==> config.mk <==
export PLATFORM = sky130hd
export DESIGN_NAME = ctrl_fsm_gen
export DESIGN_NICKNAME = d
export VERILOG_FILES = /design/src/rtl/ctrl_fsm_gen.sv
export SDC_FILE = /design/constraint.sdc
export NUM_CORES = 1
export LEC_CHECK = 0
export BUFFER_PORTS_ARGS = -buffer_cell sky130_fd_sc_hd__buf_2
export CAP_MARGIN = 10
export CORE_MARGIN = 5
export CORE_UTILIZATION = 49
export DETAILED_ROUTE_END_ITERATION = 6
export HOLD_SLACK_MARGIN = 0.03
export PLACE_DENSITY = 0.93
export SLEW_MARGIN = 10
export SYNTH_ARGS = -nofsm -noshare
export SYNTH_HDL_FRONTEND = slang
export SYNTH_SLANG_ARGS = --single-unit
export TNS_END_PERCENT = 50
==> constraint.sdc <==
create_clock -name clk -period 5.86 [get_ports clk]
set_clock_uncertainty 0.05 [all_clocks]
set_input_delay 1.172 -clock clk [delete_from_list [all_inputs] [get_ports clk]]
set_output_delay 1.172 -clock clk [all_outputs]
set_load 0.005 [all_outputs]
==> src/rtl/ctrl_fsm_gen.sv <==
// ctrl_fsm_gen: control sequencer for the microcore (fetch/decode/execute/write-back).
// It steps through each instruction using per-unit ack handshakes. A watchdog
// moves the core to ERR if a unit never acks, and single-step mode can pause it
// after each instruction.
// Optional build macro PERF_CNT_EN: adds a retired-instruction counter on instr_cnt.
// Without the macro, instr_cnt is tied to 0.
module ctrl_fsm_gen #(
    parameter int OPC_W = 3,
    parameter int TMO_W = 4,
    parameter int CNT_W = 8
) (
    input  logic             clk,
    input  logic             rst,
    input  logic [OPC_W-1:0] opc_in,
    input  logic             zero_flag,
    input  logic             ri_ack,
    input  logic             pc_ack,
    input  logic             ula_ack,
    input  logic             wr_ack,
    input  logic             step_mode,
    input  logic             step_go,
    output logic             ena_pc,
    output logic             ena_ri,
    output logic             ena_wr,
    output logic             ena_ula,
    output logic             sel_r0_rd,
    output logic             sel_addr_data,
    output logic             sel_ldr_ula,
    output logic             ld_pc,
    output logic             halted,
    output logic             err_tmo,
    output logic [3:0]       state_out,
    output logic [CNT_W-1:0] instr_cnt
);

    typedef enum logic [3:0] {
        S_PC     = 4'd0,
        S_FETCH  = 4'd1,
        S_LDR    = 4'd2,
        S_ARIT   = 4'd3,
        S_WB_RD  = 4'd4,
        S_LOGIC  = 4'd5,
        S_WB_R0  = 4'd6,
        S_BRANCH = 4'd7,
        S_HALT   = 4'd8,
        S_ERR    = 4'd9,
        S_STEP   = 4'd10
    } state_e;

    localparam logic [TMO_W-1:0] WDOG_MAX = '1;

    state_e           state_q, state_d;
    logic [TMO_W-1:0] wdog_q, wdog_d;
    logic             err_q;
    logic             waiting;
    logic             ack_ok;
    logic             opc_hi_nz;

    // Opcodes wider than 3 bits are legal only while the extra bits are zero.
    generate
        if (OPC_W > 3) begin : g_opc_hi
            assign opc_hi_nz = |opc_in[OPC_W-1:3];
        end else begin : g_opc_no_hi
            assign opc_hi_nz = 1'b0;
        end
    endgenerate

    // Find out whether the current state is waiting on a unit, and whether that unit's ack is here.
    always_comb begin
        waiting = 1'b1;
        ack_ok  = 1'b0;
        case (state_q)
            S_FETCH:           ack_ok = ri_ack;
            S_PC, S_BRANCH:    ack_ok = pc_ack;
            S_LDR, S_WB_RD,
            S_WB_R0:           ack_ok = wr_ack;
            S_ARIT, S_LOGIC:   ack_ok = ula_ack;
            default:           waiting = 1'b0;
        endcase
    end

    // Next state: an ack advances the FSM, otherwise a watchdog timeout moves to ERR.
    // If an ack arrives in the same cycle as the timeout, the ack wins.
    always_comb begin
        state_d = state_q;
        if (state_q == S_STEP) begin
            if (step_go) state_d = S_FETCH;
        end else if (waiting && ack_ok) begin
            case (state_q)
                S_FETCH: begin
                    if (opc_hi_nz) begin
                        state_d = S_ERR;
                    end else begin
                        case (opc_in[2:0])
                            3'b000:         state_d = S_LDR;
                            3'b001:         state_d = S_LOGIC;
                            3'b010, 3'b011: state_d = S_ARIT;
                            3'b100:         state_d = zero_flag ? S_BRANCH : S_PC;
                            3'b101:         state_d = S_BRANCH;
                            3'b110:         state_d = S_PC;
                            default:        state_d = S_HALT;
                        endcase
                    end
                end
                S_PC, S_BRANCH:  state_d = step_mode ? S_STEP : S_FETCH;
                S_LDR:           state_d = S_PC;
                S_ARIT:          state_d = S_WB_RD;
                S_LOGIC:         state_d = S_WB_R0;
                S_WB_RD, S_WB_R0: state_d = S_PC;
                default:         state_d = state_q;
            endcase
        end else if (waiting && (wdog_q == WDOG_MAX)) begin
            state_d = S_ERR;
        end
    end

    // Watchdog next value: count wait cycles in the current state, restart at
    // every state change, and saturate at the maximum instead of wrapping.
    always_comb begin
        wdog_d = wdog_q;
        if ((state_d != state_q) || !waiting) begin
            wdog_d = '0;
        end else if (wdog_q != WDOG_MAX) begin
            wdog_d = wdog_q + 1'b1;
        end
    end

    // State, watchdog and sticky error registers.
    always_ff @(posedge clk or negedge rst) begin
        if (!rst) begin
            state_q <= S_FETCH;
            wdog_q  <= '0;
            err_q   <= 1'b0;
        end else begin
            state_q <= state_d;
            wdog_q  <= wdog_d;
            if (state_d == S_ERR) err_q <= 1'b1;
        end
    end

    // Moore outputs, decoded from the current state only.
    always_comb begin
        ena_pc        = 1'b0;
        ena_ri        = 1'b0;
        ena_wr        = 1'b0;
        ena_ula       = 1'b0;
        sel_r0_rd     = 1'b0;
        sel_addr_data = 1'b0;
        sel_ldr_ula   = 1'b0;
        ld_pc         = 1'b0;
        halted        = 1'b0;
        case (state_q)
            S_PC:    ena_pc = 1'b1;
            S_FETCH: ena_ri = 1'b1;
            S_LDR: begin
                ena_wr      = 1'b1;
                sel_r0_rd   = 1'b1;
                sel_ldr_ula = 1'b1;
            end
            S_ARIT, S_LOGIC: begin
                ena_ula       = 1'b1;
                sel_addr_data = 1'b1;
            end
            S_WB_RD: begin
                ena_wr    = 1'b1;
                sel_r0_rd = 1'b1;
            end
            S_WB_R0: ena_wr = 1'b1;
            S_BRANCH: begin
                ena_pc = 1'b1;
                ld_pc  = 1'b1;
            end
            S_HALT, S_ERR: halted = 1'b1;
            default: ;
        endcase
    end

    assign err_tmo   = err_q;
    assign state_out = state_q;

`ifdef PERF_CNT_EN
    logic [CNT_W-1:0] cnt_q;
    logic             retire;

    assign retire = ((state_q == S_PC) || (state_q == S_BRANCH)) && pc_ack;

    // An instruction retires when the PC update is acknowledged; the count wraps.
    always_ff @(posedge clk or negedge rst) begin
        if (!rst) cnt_q <= '0;
        else if (retire) cnt_q <= cnt_q + 1'b1;
    end

    assign instr_cnt = cnt_q;
`else
    assign instr_cnt = '0;
`endif

endmodule

* Word level (Yosys, flattened, before mapping)
Index checks and enable logic that the tools add are counted.
Storage, ports and cells: flip-flop bits (word level) 9, latch bits 0, RAM bits 0, bits in read-only memories 0, input bits 12, output and inout port bits 22, word-level logic and storage cells 58, memories 0
Cells by class: add/subtract/negate cells 1, $mul 0, div/mod/pow operators 0, $lt $le $gt $ge 0, equal/unequal tests 20, shift-type cells 0, multiplexer cells 20, bitwise operators 0, reductions and logical operators 14
Operator list (count):
- two-way mux 4 bit | 7
- case mux 4 bit (6 select lines) | 1
- == test 4 bit, second input constant | 5
- case mux 4 bit (5 select lines) | 1
- == test 4 x 3 -> 1 bit, second input constant | 4
- OR reduction 2 bit | 5
- == test 3 bit, second input constant | 3
- two-way mux 1 bit | 9
- == test 4 x 2 -> 1 bit, second input constant | 2
- OR reduction 8 bit | 1
- == test 3 x 2 -> 1 bit, second input constant | 2
- adder 4 x 1 -> 4 bit, second input constant | 1
- == test 4 x 1 -> 1 bit, second input constant | 1
- logical NOT 4 bit | 1
- != test 4 bit | 1
- != test 4 bit, second input constant | 1
- case mux 1 bit (4 select lines) | 1
- == test 3 x 1 -> 1 bit, second input constant | 1
- logical NOT 3 bit | 1
- two-way mux 3 bit | 1
- OR reduction 3 bit | 1
- logical AND 1 bit | 2
- nonzero test 2 bit | 1
- logical NOT 1 bit | 1
- logical OR 1 bit | 1

* Logic depth before layout (Yosys ltp)
depth after elaboration 10, gate-level depth with buffers 7

* Worst setup path before layout
OpenSTA, ideal clock, no wires.
path type input port to flip-flop, start in pc_ack, end reg err_q, in the netlist err_tmo, data arrival time 2319 ps, setup slack 3354 ps, stages 6, path buffers 0, path through mux2i_1 a211o_1 o211a_2 or4_4 nand3_2 o41ai_2
Between the ends: longest elaborated chain between the ends 5
Ends and longest elaborated chain:
- start, declared | RTL line 17 | input logic pc_ack,
- case mux 1 bit (4 select lines) | RTL line 72 | case (state_q)
- logical AND 1 bit | RTL line 88 | end else if (waiting && ack_ok) begin
- two-way mux 4 bit | RTL line 88
- two-way mux 4 bit | RTL line 86 | if (state_q == S_STEP) begin
- == test 4 bit | RTL line 137 | if (state_d == S_ERR) err_q <= 1'b1;
- end signal, assigned | RTL line 133 | err_q <= 1'b0;
- end signal, assigned | RTL line 137
- end, declared | RTL line 54 | logic err_q;
No other way between the ends. A chain may end at the register's enable or synchronous reset.

* Final worst setup path
start reg state_q[3], in the netlist state_out[3], end out ena_ri
Between the ends: longest elaborated chain between the ends 2
Ends and longest elaborated chain:
- start, declared | RTL line 52 | state_e state_q, state_d;
- start signal, assigned | RTL line 135 | state_q <= state_d;
- == test 4 x 1 -> 1 bit | RTL line 152 | case (state_q)
- two-way mux 1 bit | RTL line 152
- end, declared | RTL line 23 | output logic ena_ri,
No other way between the ends.

==> results.cfg <==
[global_route]
grt_max_degree = 20
grt_pass1_vias = 679
grt_overflow = 0
grt_usage = 0.149
grt_pass1_wl_mm = 2.90
antenna_found_initial = 0

[routing]
drt-wirelength-per-cell_microns = 13.3
routed_wl_mm = 1.83
drc = 0
drt_iter0_markers = 32
drtPass1Iterations = 4
viasPerCell = 5.59
ant_nets = 0
vias = 766

[clock_tree]
tritoncts = yes
postCtsResizedCells = 0
cts_buffers = 3
cts_root_buffer = clkbuf_4
clk_path_buf_depth = 2
worst_skew_pair.late_latency_ns = 0.27
cts_setup_buffers = 0
ctsHoldBuffers = 0
clk_pin_slew_worst_paths_ns = 0.06
numClockSinks = 9
htreeDepth = 1

[die]
coreArea_sq_um = 1510
ioPinCount = 34
initial_core_util = 0.512
die_w_microns = 49.7
dieArea_sq_um = 2470
die_y_microns = 49.7
num_rows = 14

[cells_and_area]
syn_to_final_growth_pct = 13.3
finalInstanceArea_sq_um = 873
fin_nets = 135
antenna_cells = 0
layout-drive-gt1-share = 0.289
multi_input_area_sq_um = 460
stdcell_count = 137
fillers = 139
regArea_sq_um = 226

[setup_path]
start_kind = flop
path_class = flop to output pin
critPathArrivalTime_ns = 1.52
cp_max_fo = 19
crit_required_ns = 4.64
cp_top_family = flip-flops
critPathBufInv = 1
max_stage_delay_ns = 0.56
crit_slowest_cell = dfrtp_1
end_kind = output pin
crit_chain = nand2b_1 > nor3_1 > buf_2

[timing]
setup_viol = 0
worst_slew_margin_rel = 0.663
tns_ns = 0
period_share = 0.468
max_freq_mhz = 365
rsz0062_at_grt = no
min_period_ns = 2.74
slew_violations = 0
hold_violations = 0
tightest_slew_ns = 0.506

[synth]
syn_avg_cell_area_sq_um = 7.79
synthDistinctLibCells = 39
netlist_top_cells_count = nor2_1, buf_4, dfrtp_1, nand3_1
synth_top_area_frac = 0.260
ys_seq_area_frac = 0.294
synth-seq-cells = 9
synth_flop_cell = dfrtp_1
synth_edf_count = 0
synth.area.top_cells = dfrtp_1, buf_4, nor2_1
synthArstFlopShare = 1.00
syn-cell-area_sq_um = 771
synth_top_area_cell = dfrtp_1
synth.most_common_cell = nor2_1
synthCells = 99
ys.warnings.count = 0

[place]
io_buffers = 25
placed_cell_area_sq_um = 847
globalplace.congestion = 0.796
placed_cells = 133
hpwl_mm = 1.39

[run]
max_cap_viol_count = 0

[power_and_ir_drop]
p_leak_nw = 0.432
power_density_nw_per_um2 = 421
ir_drop_uv = 155
p_total_w = 0.000367

[worst_hold_path]
hold_class = flop to flop

[outcome]
outcome = finished clean
[stage by stage]
stage | utilization | setup WS (ns) | hold slack, ns
floorplan | - | 3.35 | 0.398
global placement | 0.562 | 3.21 | 0.411
detailed placement | 0.562 | 3.16 | 0.404
CTS | 0.580 | 3.12 | 0.431
global route | 0.580 | 3.00 | 0.460
finish | 0.580 | 3.12 | 0.425
[sequential cells by signal, summed over array words and instances, names as in the netlist]
name       count
err_tmo        1
state_out      4
wdog_q         4
[worst paths after layout]
kind | slack, ns | cells past startpoint | from | end
setup / recovery | 3.12 | 3 | state_out[3] | ena_ri
hold reg to reg | 0.42 | 2 | err_tmo | err_tmo
hold / removal | 0.42 | 2 | err_tmo | err_tmo
min in group asynchronous | 0.69 | 1 | rst | wdog_q[3]
max in group asynchronous | 4.83 | 1 | rst | state_out[0]
setup reg to reg | 3.63 | 6 | state_out[2] | state_out[3]
[layer usage]
| metal | wire, microns | up-vias | share of wire | GRT usage |
|---|---|---|---|---|
| met5 | 0 | - | 0 | 0 |
| met4 | 45 | 0 | 0.025 | 0.0873 |
| met3 | 135 | 4 | 0.074 | 0.0301 |
| met2 | 876 | 35 | 0.48 | 0.235 |
| met1 | 770 | 351 | 0.42 | 0.186 |
| li1 | - | 376 | - | - |
[where the power goes]
group,switching [W],internal [W]
clock network,0.0000223,0.0000263
registers,0.0000465,0.0000795
logic,0.000105,0.0000875
total,0.000174,0.000193
[worst register-to-register path, cell delays in order, from the launching register on]
cell and delay (ns):
dfrtp_1 0.54, nor2_2 0.36, mux2i_1 0.15, o211a_2 0.31
or4_4 0.53, nand3_2 0.09, o21ai_1 0.09
[final cells by class]
cell class | count | share of cell area
Clock buffer | 4 | 0.0301
Timing Repair Buffer | 25 | 0.143
Multi-Input combinational cell | 79 | 0.527
Inverter | 4 | 0.0172
Sequential cell | 9 | 0.259
Tap cell | 16 | 0.0229
[cell families (layout without fill, tap and decap cells)]
group / after synthesis / count (layout) / synth area share
AO/OA/AOI/OAI: 23 / 23 / 0.206
XOR/XNOR: 2 / 2 / 0.0227
adder cells (fa/ha/maj): 1 / 1 / 0.0162
buffers and inverters: 18 / 33 / 0.143
flip-flops: 9 / 9 / 0.294
multiplexers: 2 / 2 / 0.0260
other: 1 / 8 / 0.00487
AND/OR/NAND/NOR: 43 / 43 / 0.287
[cells in the final DEF (no fill, tap or decap), drive strengths merged, types with 2 or more instances in the layout]
| cell type | instances |
|---|---|
| clkbuf | 4 |
| nor3b | 2 |
| a21oi | 7 |
| nor3 | 4 |
| inv | 4 |
| nand2 | 7 |
| dfrtp | 8 |
| buf | 25 |
| a211oi | 2 |
| nand2b | 2 |
| o21ai | 3 |
| nor2b | 2 |
| mux2i | 2 |
| conb | 8 |
| nor2 | 12 |
| nand3 | 9 |
| xnor2 | 2 |
| a31oi | 2 |
| a21o | 2 |
No activity file was read; power rests on OpenSTA's default activity.
